$ cat config.mk
export PLATFORM = sky130hd
export DESIGN_NAME = cla_pipe_adder
export DESIGN_NICKNAME = d
export VERILOG_FILES = /design/src/rtl/cla_pipe_adder.sv
export SDC_FILE = /design/constraint.sdc
export NUM_CORES = 1
export LEC_CHECK = 0
export CAP_MARGIN = 30
export CORE_ASPECT_RATIO = 0.8
export CORE_MARGIN = 1.5
export CORE_UTILIZATION = 53
export DETAILED_ROUTE_END_ITERATION = 6
export GPL_TIMING_DRIVEN = 0
export PLACE_DENSITY = 0.79
export SYNTH_ARGS = -nofsm -noshare
export SYNTH_HDL_FRONTEND = slang
export SYNTH_SLANG_ARGS = --single-unit
$ cat constraint.sdc
create_clock -name clk -period 3.32 [get_ports clk]
set_input_delay 0.498 -clock clk [delete_from_list [all_inputs] [get_ports clk]]
set_output_delay 0.498 -clock clk [all_outputs]
set_load 0.02 [all_outputs]
$ cat src/rtl/cla_pipe_adder.sv
// Two-stage pipelined carry-lookahead adder/subtractor with an accumulator and
// valid/ready handshakes on both sides. Stage 1 holds bit/group P/G, stage 2 the result.
module cla_pipe_adder #(
  parameter int unsigned WIDTH = 16,
  parameter int unsigned GROUP = 4
) (
  input  logic             clk,
  input  logic             rst,
  input  logic             in_valid,
  output logic             in_ready,
  input  logic [1:0]       op,
  input  logic [WIDTH-1:0] a,
  input  logic [WIDTH-1:0] b,
  input  logic             cin,
  output logic             out_valid,
  input  logic             out_ready,
  output logic [WIDTH-1:0] sum,
  output logic             cout,
  output logic             ovf,
  output logic [WIDTH-1:0] acc
);

  localparam int unsigned NG = WIDTH / GROUP;

  typedef enum logic [1:0] {
    OP_ADD  = 2'b00,
    OP_SUB  = 2'b01,
    OP_ACC  = 2'b10,
    OP_LOAD = 2'b11
  } op_e;

  op_e              w_op;
  logic [WIDTH-1:0] w_x;
  logic [WIDTH-1:0] w_y;
  logic             w_c0;
  logic [WIDTH-1:0] w_p;
  logic [WIDTH-1:0] w_g;
  logic [NG-1:0]    w_gp;
  logic [NG-1:0]    w_gg;
  logic [WIDTH:0]   w_carry;
  logic [WIDTH-1:0] w_sum;
  logic             w_cout;
  logic             w_ovf;
  logic             w_advance;
  logic             w_s1_en;
  logic             w_hazard;
  logic             w_accept;
  logic             w_s1_writes_acc;

  logic             r_s1_valid;
  op_e              r_s1_op;
  logic             r_s1_c0;
  logic [WIDTH-1:0] r_s1_p;
  logic [WIDTH-1:0] r_s1_g;
  logic [NG-1:0]    r_s1_gp;
  logic [NG-1:0]    r_s1_gg;

  logic             r_s2_valid;
  logic [WIDTH-1:0] r_sum;
  logic             r_cout;
  logic             r_ovf;
  logic [WIDTH-1:0] r_acc;

  assign w_op = op_e'(op);

  // Operand selection at acceptance
  always_comb begin
    w_x  = a;
    w_y  = b;
    w_c0 = cin;
    case (w_op)
      OP_SUB:  begin w_y = ~b;       w_c0 = 1'b1; end
      OP_ACC:  begin w_x = r_acc;    w_y  = a;    end
      OP_LOAD: begin w_y = '0;       w_c0 = 1'b0; end
      default: ;
    endcase
  end

  assign w_p = w_x ^ w_y;
  assign w_g = w_x & w_y;

  // Group propagate/generate
  always_comb begin
    logic gp_t;
    logic gg_t;
    w_gp = '0;
    w_gg = '0;
    for (int unsigned k = 0; k < NG; k++) begin
      gp_t = 1'b1;
      gg_t = 1'b0;
      for (int unsigned j = 0; j < GROUP; j++) begin
        gg_t = w_g[k*GROUP+j] | (w_p[k*GROUP+j] & gg_t);
        gp_t = gp_t & w_p[k*GROUP+j];
      end
      w_gp[k] = gp_t;
      w_gg[k] = gg_t;
    end
  end

  // Group carries by parallel prefix (c0 is the generate of a virtual group -1),
  // then bit carries within each group.
  always_comb begin
    logic [NG:0] pp;
    logic [NG:0] gg;
    logic        c;
    gg = {r_s1_gg, r_s1_c0};
    pp = {r_s1_gp, 1'b0};
    for (int d = 1; d <= int'(NG); d = d * 2) begin
      for (int i = int'(NG); i >= d; i--) begin
        gg[i] = gg[i] | (pp[i] & gg[i-d]);
        pp[i] = pp[i] & pp[i-d];
      end
    end
    w_carry = '0;
    for (int unsigned k = 0; k < NG; k++) begin
      c = gg[k];
      for (int unsigned j = 0; j < GROUP; j++) begin
        w_carry[k*GROUP+j] = c;
        c = r_s1_g[k*GROUP+j] | (r_s1_p[k*GROUP+j] & c);
      end
    end
    w_carry[WIDTH] = gg[NG];
    w_sum  = r_s1_p ^ w_carry[WIDTH-1:0];
    w_cout = w_carry[WIDTH];
    w_ovf  = w_carry[WIDTH-1] ^ w_carry[WIDTH];
    if (r_s1_op == OP_LOAD) begin
      w_cout = 1'b0;
      w_ovf  = 1'b0;
    end
  end

  assign w_s1_writes_acc = (r_s1_op == OP_ACC) || (r_s1_op == OP_LOAD);
  assign w_advance       = !r_s2_valid || out_ready;
  assign w_s1_en         = w_advance || !r_s1_valid;
  // An accumulate must see the accumulator updated by the beat ahead of it
  assign w_hazard        = in_valid && (w_op == OP_ACC) && r_s1_valid && w_s1_writes_acc;
  assign in_ready        = w_s1_en && !w_hazard;
  assign w_accept        = in_valid && in_ready;

  always_ff @(posedge clk or posedge rst) begin
    if (rst) begin
      r_s1_valid <= 1'b0;
      r_s1_op    <= OP_ADD;
      r_s1_c0    <= 1'b0;
      r_s1_p     <= '0;
      r_s1_g     <= '0;
      r_s1_gp    <= '0;
      r_s1_gg    <= '0;
    end else if (w_s1_en) begin
      r_s1_valid <= w_accept;
      if (w_accept) begin
        r_s1_op <= w_op;
        r_s1_c0 <= w_c0;
        r_s1_p  <= w_p;
        r_s1_g  <= w_g;
        r_s1_gp <= w_gp;
        r_s1_gg <= w_gg;
      end
    end
  end

  always_ff @(posedge clk or posedge rst) begin
    if (rst) begin
      r_s2_valid <= 1'b0;
      r_sum      <= '0;
      r_cout     <= 1'b0;
      r_ovf      <= 1'b0;
    end else if (w_advance) begin
      r_s2_valid <= r_s1_valid;
      if (r_s1_valid) begin
        r_sum  <= w_sum;
        r_cout <= w_cout;
        r_ovf  <= w_ovf;
      end
    end
  end

  always_ff @(posedge clk or posedge rst) begin
    if (rst) begin
      r_acc <= '0;
    end else if (w_advance && r_s1_valid && w_s1_writes_acc) begin
      r_acc <= w_sum;
    end
  end

  assign out_valid = r_s2_valid;
  assign sum       = r_sum;
  assign cout      = r_cout;
  assign ovf       = r_ovf;
  assign acc       = r_acc;

endmodule
==> flow_summary.rst <==
.. list-table::
   :header-rows: 1

   * - Metric
     - Value
   * - Residual antenna-violating net count after detailed routing
     - 0
   * - Grt peak-use layer
     - met2
   * - Vertical die dimension
     - 81.7 um
   * - Area occupied by multi-input gates
     - 0.00209 sq mm
   * - Synthesized netlist net count
     - 420
   * - Number of library cell types mapped by synthesis
     - 30
   * - Standard cell area after detailed placement
     - 0.00501 sq mm
   * - Number of buffers inserted for hold repair after clock tree synthesis
     - 0
   * - Most repeated library cell on the critical path
     - sky130_fd_sc_hd__buf_2
   * - Met1 global-route usage
     - 35.1%
   * - Top cells by area in the synthesized netlist
     - sky130_fd_sc_hd__dfrtp_1 46%, sky130_fd_sc_hd__mux2_4 13%, sky130_fd_sc_hd__ha_1 8.5%, sky130_fd_sc_hd__mux2_2 6.6%, sky130_fd_sc_hd__nand2_1 5.9%
   * - Cell type group with the largest total delay on the critical path
     - buffers and inverters
   * - Highest Clock Rate
     - 0.340 GHz
   * - Post-synthesis sequential element count
     - 75
   * - YS warnings
     - 0
   * - Largest net degree at the start of global routing
     - 61
   * - Post-route fraction of the period consumed by the critical path
     - 88.5%
   * - Number of CTS-inserted buffers
     - 9
   * - Largest stage delay on the critical path
     - 500 ps
   * - Final cell count without fillers
     - 549
   * - Met2 capacity usage during global routing
     - 41.7%
   * - Met3 routing resource usage after global routing
     - 5.70%
   * - Measured slew at the worst slew-check pin
     - 631 ps
   * - Layout Utilization
     - 69.7%
   * - DP Cell Count
     - 533
   * - Mean Syn Cell Area
     - 11.6 sq um
   * - Share of cells above drive strength 1
     - 22.7%
   * - Max-slew violation total from the final report
     - 0
   * - Placed wire-length estimate
     - 7130 um
   * - Count of cells along the worst register-to-register path
     - 11
   * - Min-delay worst type
     - in2async
   * - Crit path max fanout
     - 10
   * - Library cell contributing the largest single delay on the critical path
     - sky130_fd_sc_hd__clkdlybuf4s50_1
   * - TritonCTS clock tree
     - done
   * - Total of fill cells in the finished design
     - 592
   * - Tightest slew margin relative to the limit
     - 57.9%
   * - Biggest area consumer among synthesized cells
     - sky130_fd_sc_hd__dfrtp_1
   * - Routed via count divided by cell count
     - 5.39
   * - Cell area after synthesis
     - 0.00411 sq mm
   * - Clock root buffer
     - sky130_fd_sc_hd__clkbuf_8
   * - Most common library cell in the layout ignoring fill and taps
     - sky130_fd_sc_hd__dfrtp_1
   * - Final design instance area without fill
     - 0.00520 sq mm
   * - Nets@finish
     - 506
   * - Unrepaired setup endpoints after global routing
     - no
   * - Horizontal die dimension
     - 101 um
   * - Status
     - complete, no violations
   * - Setup repair bufs after CTS
     - 0
   * - First-iteration detailed-routing DRC count
     - 193
   * - Routability Congestion
     - 0.882
   * - Detailed-router iteration count before antenna repair
     - 4
   * - Total number of placement rows
     - 28
   * - Clock transition at the register clock pins on the worst setup and hold paths after CTS
     - 70 ps
   * - Via count of the first global-routing pass
     - 3,072
   * - Number of cells upsized or downsized after cts
     - 0
   * - Relative area change from synthesis to final layout
     - 26.7%
   * - Critical-path cell list
     - clkdlybuf4s50_1, buf_2, nand2b_1, clkbuf_1, buf_2, o22ai_1, ha_1, a21oi_1, o21ai_0, mux2_4
   * - Area used by sequential logic in the layout
     - 0.00188 sq mm
   * - Gate Count Post-Synth
     - 353
   * - Share of the synthesized area in the top cell type
     - 45.7%
   * - Power density of the placed cells
     - 747 mW/mm^2
   * - I/O pin count
     - 75
   * - Start-to-end type of the worst setup path
     - in2reg
   * - Buf/Inv on CP
     - 4
   * - Number of antenna violations at the first check in global routing
     - 0
   * - Category of the worst setup path capture point
     - flip-flop
   * - WL per Instance
     - 17.8 um
   * - Starting utilization of the core area
     - 55.0%
   * - Type of origin of the critical path
     - input port
   * - Maximum ir drop on the vdd rail
     - 0.000428 V
   * - Total via count in the routed design
     - 2,961
   * - Remaining design rule violation count
     - 0
   * - Clock Sinks
     - 75
   * - Total chip power
     - 3.89 mW
   * - Latest clock arrival within the worst-skew pair
     - 350 ps
   * - Global-route wire length before repair
     - 15,700 um
   * - Crit path depth
     - 10
   * - Antenna diode count
     - 0
   * - Sequential-to-total area share from yosys stat
     - 45.7%
   * - CP Data Arrival Time
     - 3180 ps
   * - Period minus WS final
     - 2940 ps
   * - Lkg Pwr
     - 2.52 nW
   * - Setup tns final
     - 0 ps
   * - Critical path data required time
     - 3560 ps
   * - Quantity of I/O buffers inserted on ports
     - 74
   * - Global routing usage summed across all routing layers
     - 25.8%
   * - Max-cap viol count
     - 0
   * - Total count of hold-check failures in the final report
     - 0
   * - Total congestion overflow after global routing
     - 0
   * - Core Area
     - 0.00746 sq mm
   * - Aggregate routed wire length
     - 9770 um
   * - Die Outline Area
     - 0.00829 sq mm
   * - Most frequent cells in the layout
     - 75 x sky130_fd_sc_hd__dfrtp_1, 74 x sky130_fd_sc_hd__clkdlybuf4s50_1, 65 x sky130_fd_sc_hd__nand2_1
   * - Final setup fails
     - 0
   * - Final worst clock skew
     - 6.47 ps
   * - CTS H-tree lvls
     - 3
   * - Max Buffers Root-to-Sink
     - 2
-- Yosys cell counts --
library cell / instances
sky130_fd_sc_hd__o21ai_4: 1
sky130_fd_sc_hd__or2_2: 9
sky130_fd_sc_hd__buf_2: 8
sky130_fd_sc_hd__mux2i_1: 20
sky130_fd_sc_hd__mux2_2: 24
sky130_fd_sc_hd__inv_1: 7
sky130_fd_sc_hd__nand2b_1: 3
sky130_fd_sc_hd__nor2b_2: 1
sky130_fd_sc_hd__a21o_1: 3
sky130_fd_sc_hd__o211ai_1: 1
sky130_fd_sc_hd__o2111ai_1: 1
sky130_fd_sc_hd__mux2_4: 35
sky130_fd_sc_hd__a21oi_2: 1
sky130_fd_sc_hd__a21oi_1: 9
sky130_fd_sc_hd__xor2_1: 4
sky130_fd_sc_hd__o22ai_1: 16
sky130_fd_sc_hd__nor2b_1: 1
sky130_fd_sc_hd__nand4_1: 4
sky130_fd_sc_hd__o21bai_1: 1
sky130_fd_sc_hd__nand3_1: 1
sky130_fd_sc_hd__nand2_1: 65
sky130_fd_sc_hd__nor2_1: 5
sky130_fd_sc_hd__dfrtp_1: 75
sky130_fd_sc_hd__ha_1: 28
sky130_fd_sc_hd__and4_1: 1
sky130_fd_sc_hd__buf_6: 5
sky130_fd_sc_hd__o21ai_0: 17
sky130_fd_sc_hd__clkbuf_1: 5
sky130_fd_sc_hd__nand3b_1: 1
sky130_fd_sc_hd__and3_1: 1
-- cell type report --
class	instances	area share, %
sequential	75	36.1
buffer	18	2.21
timing repair buffer	75	14.8
multi-input combinational	253	40.1
clock buffer	11	2.72
inverter	7	0.553
clock inverter	5	1.01
tap	105	2.53
-- cell families (layout without fill, tap and decap cells) --
| logic type | Yosys count | after routing | synth area share [%] |
|---|---|---|---|
| AND/OR/NAND/NOR | 92 | 92 | 9.87 |
| multiplexers | 79 | 79 | 24.3 |
| flip-flops | 75 | 75 | 45.7 |
| AO/OA/AOI/OAI | 50 | 50 | 7.34 |
| adder cells (fa/ha/maj) | 28 | 28 | 8.53 |
| buffers and inverters | 25 | 116 | 3.44 |
| XOR/XNOR | 4 | 4 | 0.853 |
-- final timing paths --
kind	from	to	slack (ps)
setup / recovery	op[1]	r_s1_gg[1]	380
hold / removal	rst	sum[0]	420
setup reg to reg	r_s1_c0	acc[15]	490
hold reg to reg	sum[7]	sum[7]	490
max in group asynchronous	rst	acc[10]	2340
min in group clk	sum[7]	sum[7]	490
-- registers in the layout, indices dropped and copies added (netlist names) --
register and count:
r_s1_valid 1, r_s1_p 16, r_s1_gp 4, out_valid 1
ovf 1, r_s1_g 12, r_s1_c0 1, r_s1_op 2
sum 16, acc 16, r_s1_gg 4, cout 1
-- per-stage QoR --
step | setup WS [ps] | hold slack (ps)
after floorplan | 837 | 473
after global placement | -282 | 460
after detailed placement | 37.6 | 474
after CTS | 391 | 423
after global routing | 205 | 427
final | 381 | 423
-- power breakdown --
group / switching, mW / internal, mW / total (mW)
Combinational: 0.807 / 0.919 / 1.73
Sequential: 0.219 / 1.25 / 1.46
Clock: 0.330 / 0.364 / 0.693
-- layer usage --
layer	vias up	part of all wire, %
met5	-	0
met4	0	1.9
met3	17	4.9
met2	89	46
met1	1438	47
li1	1417	-
(Power assumes the default switching activity.)
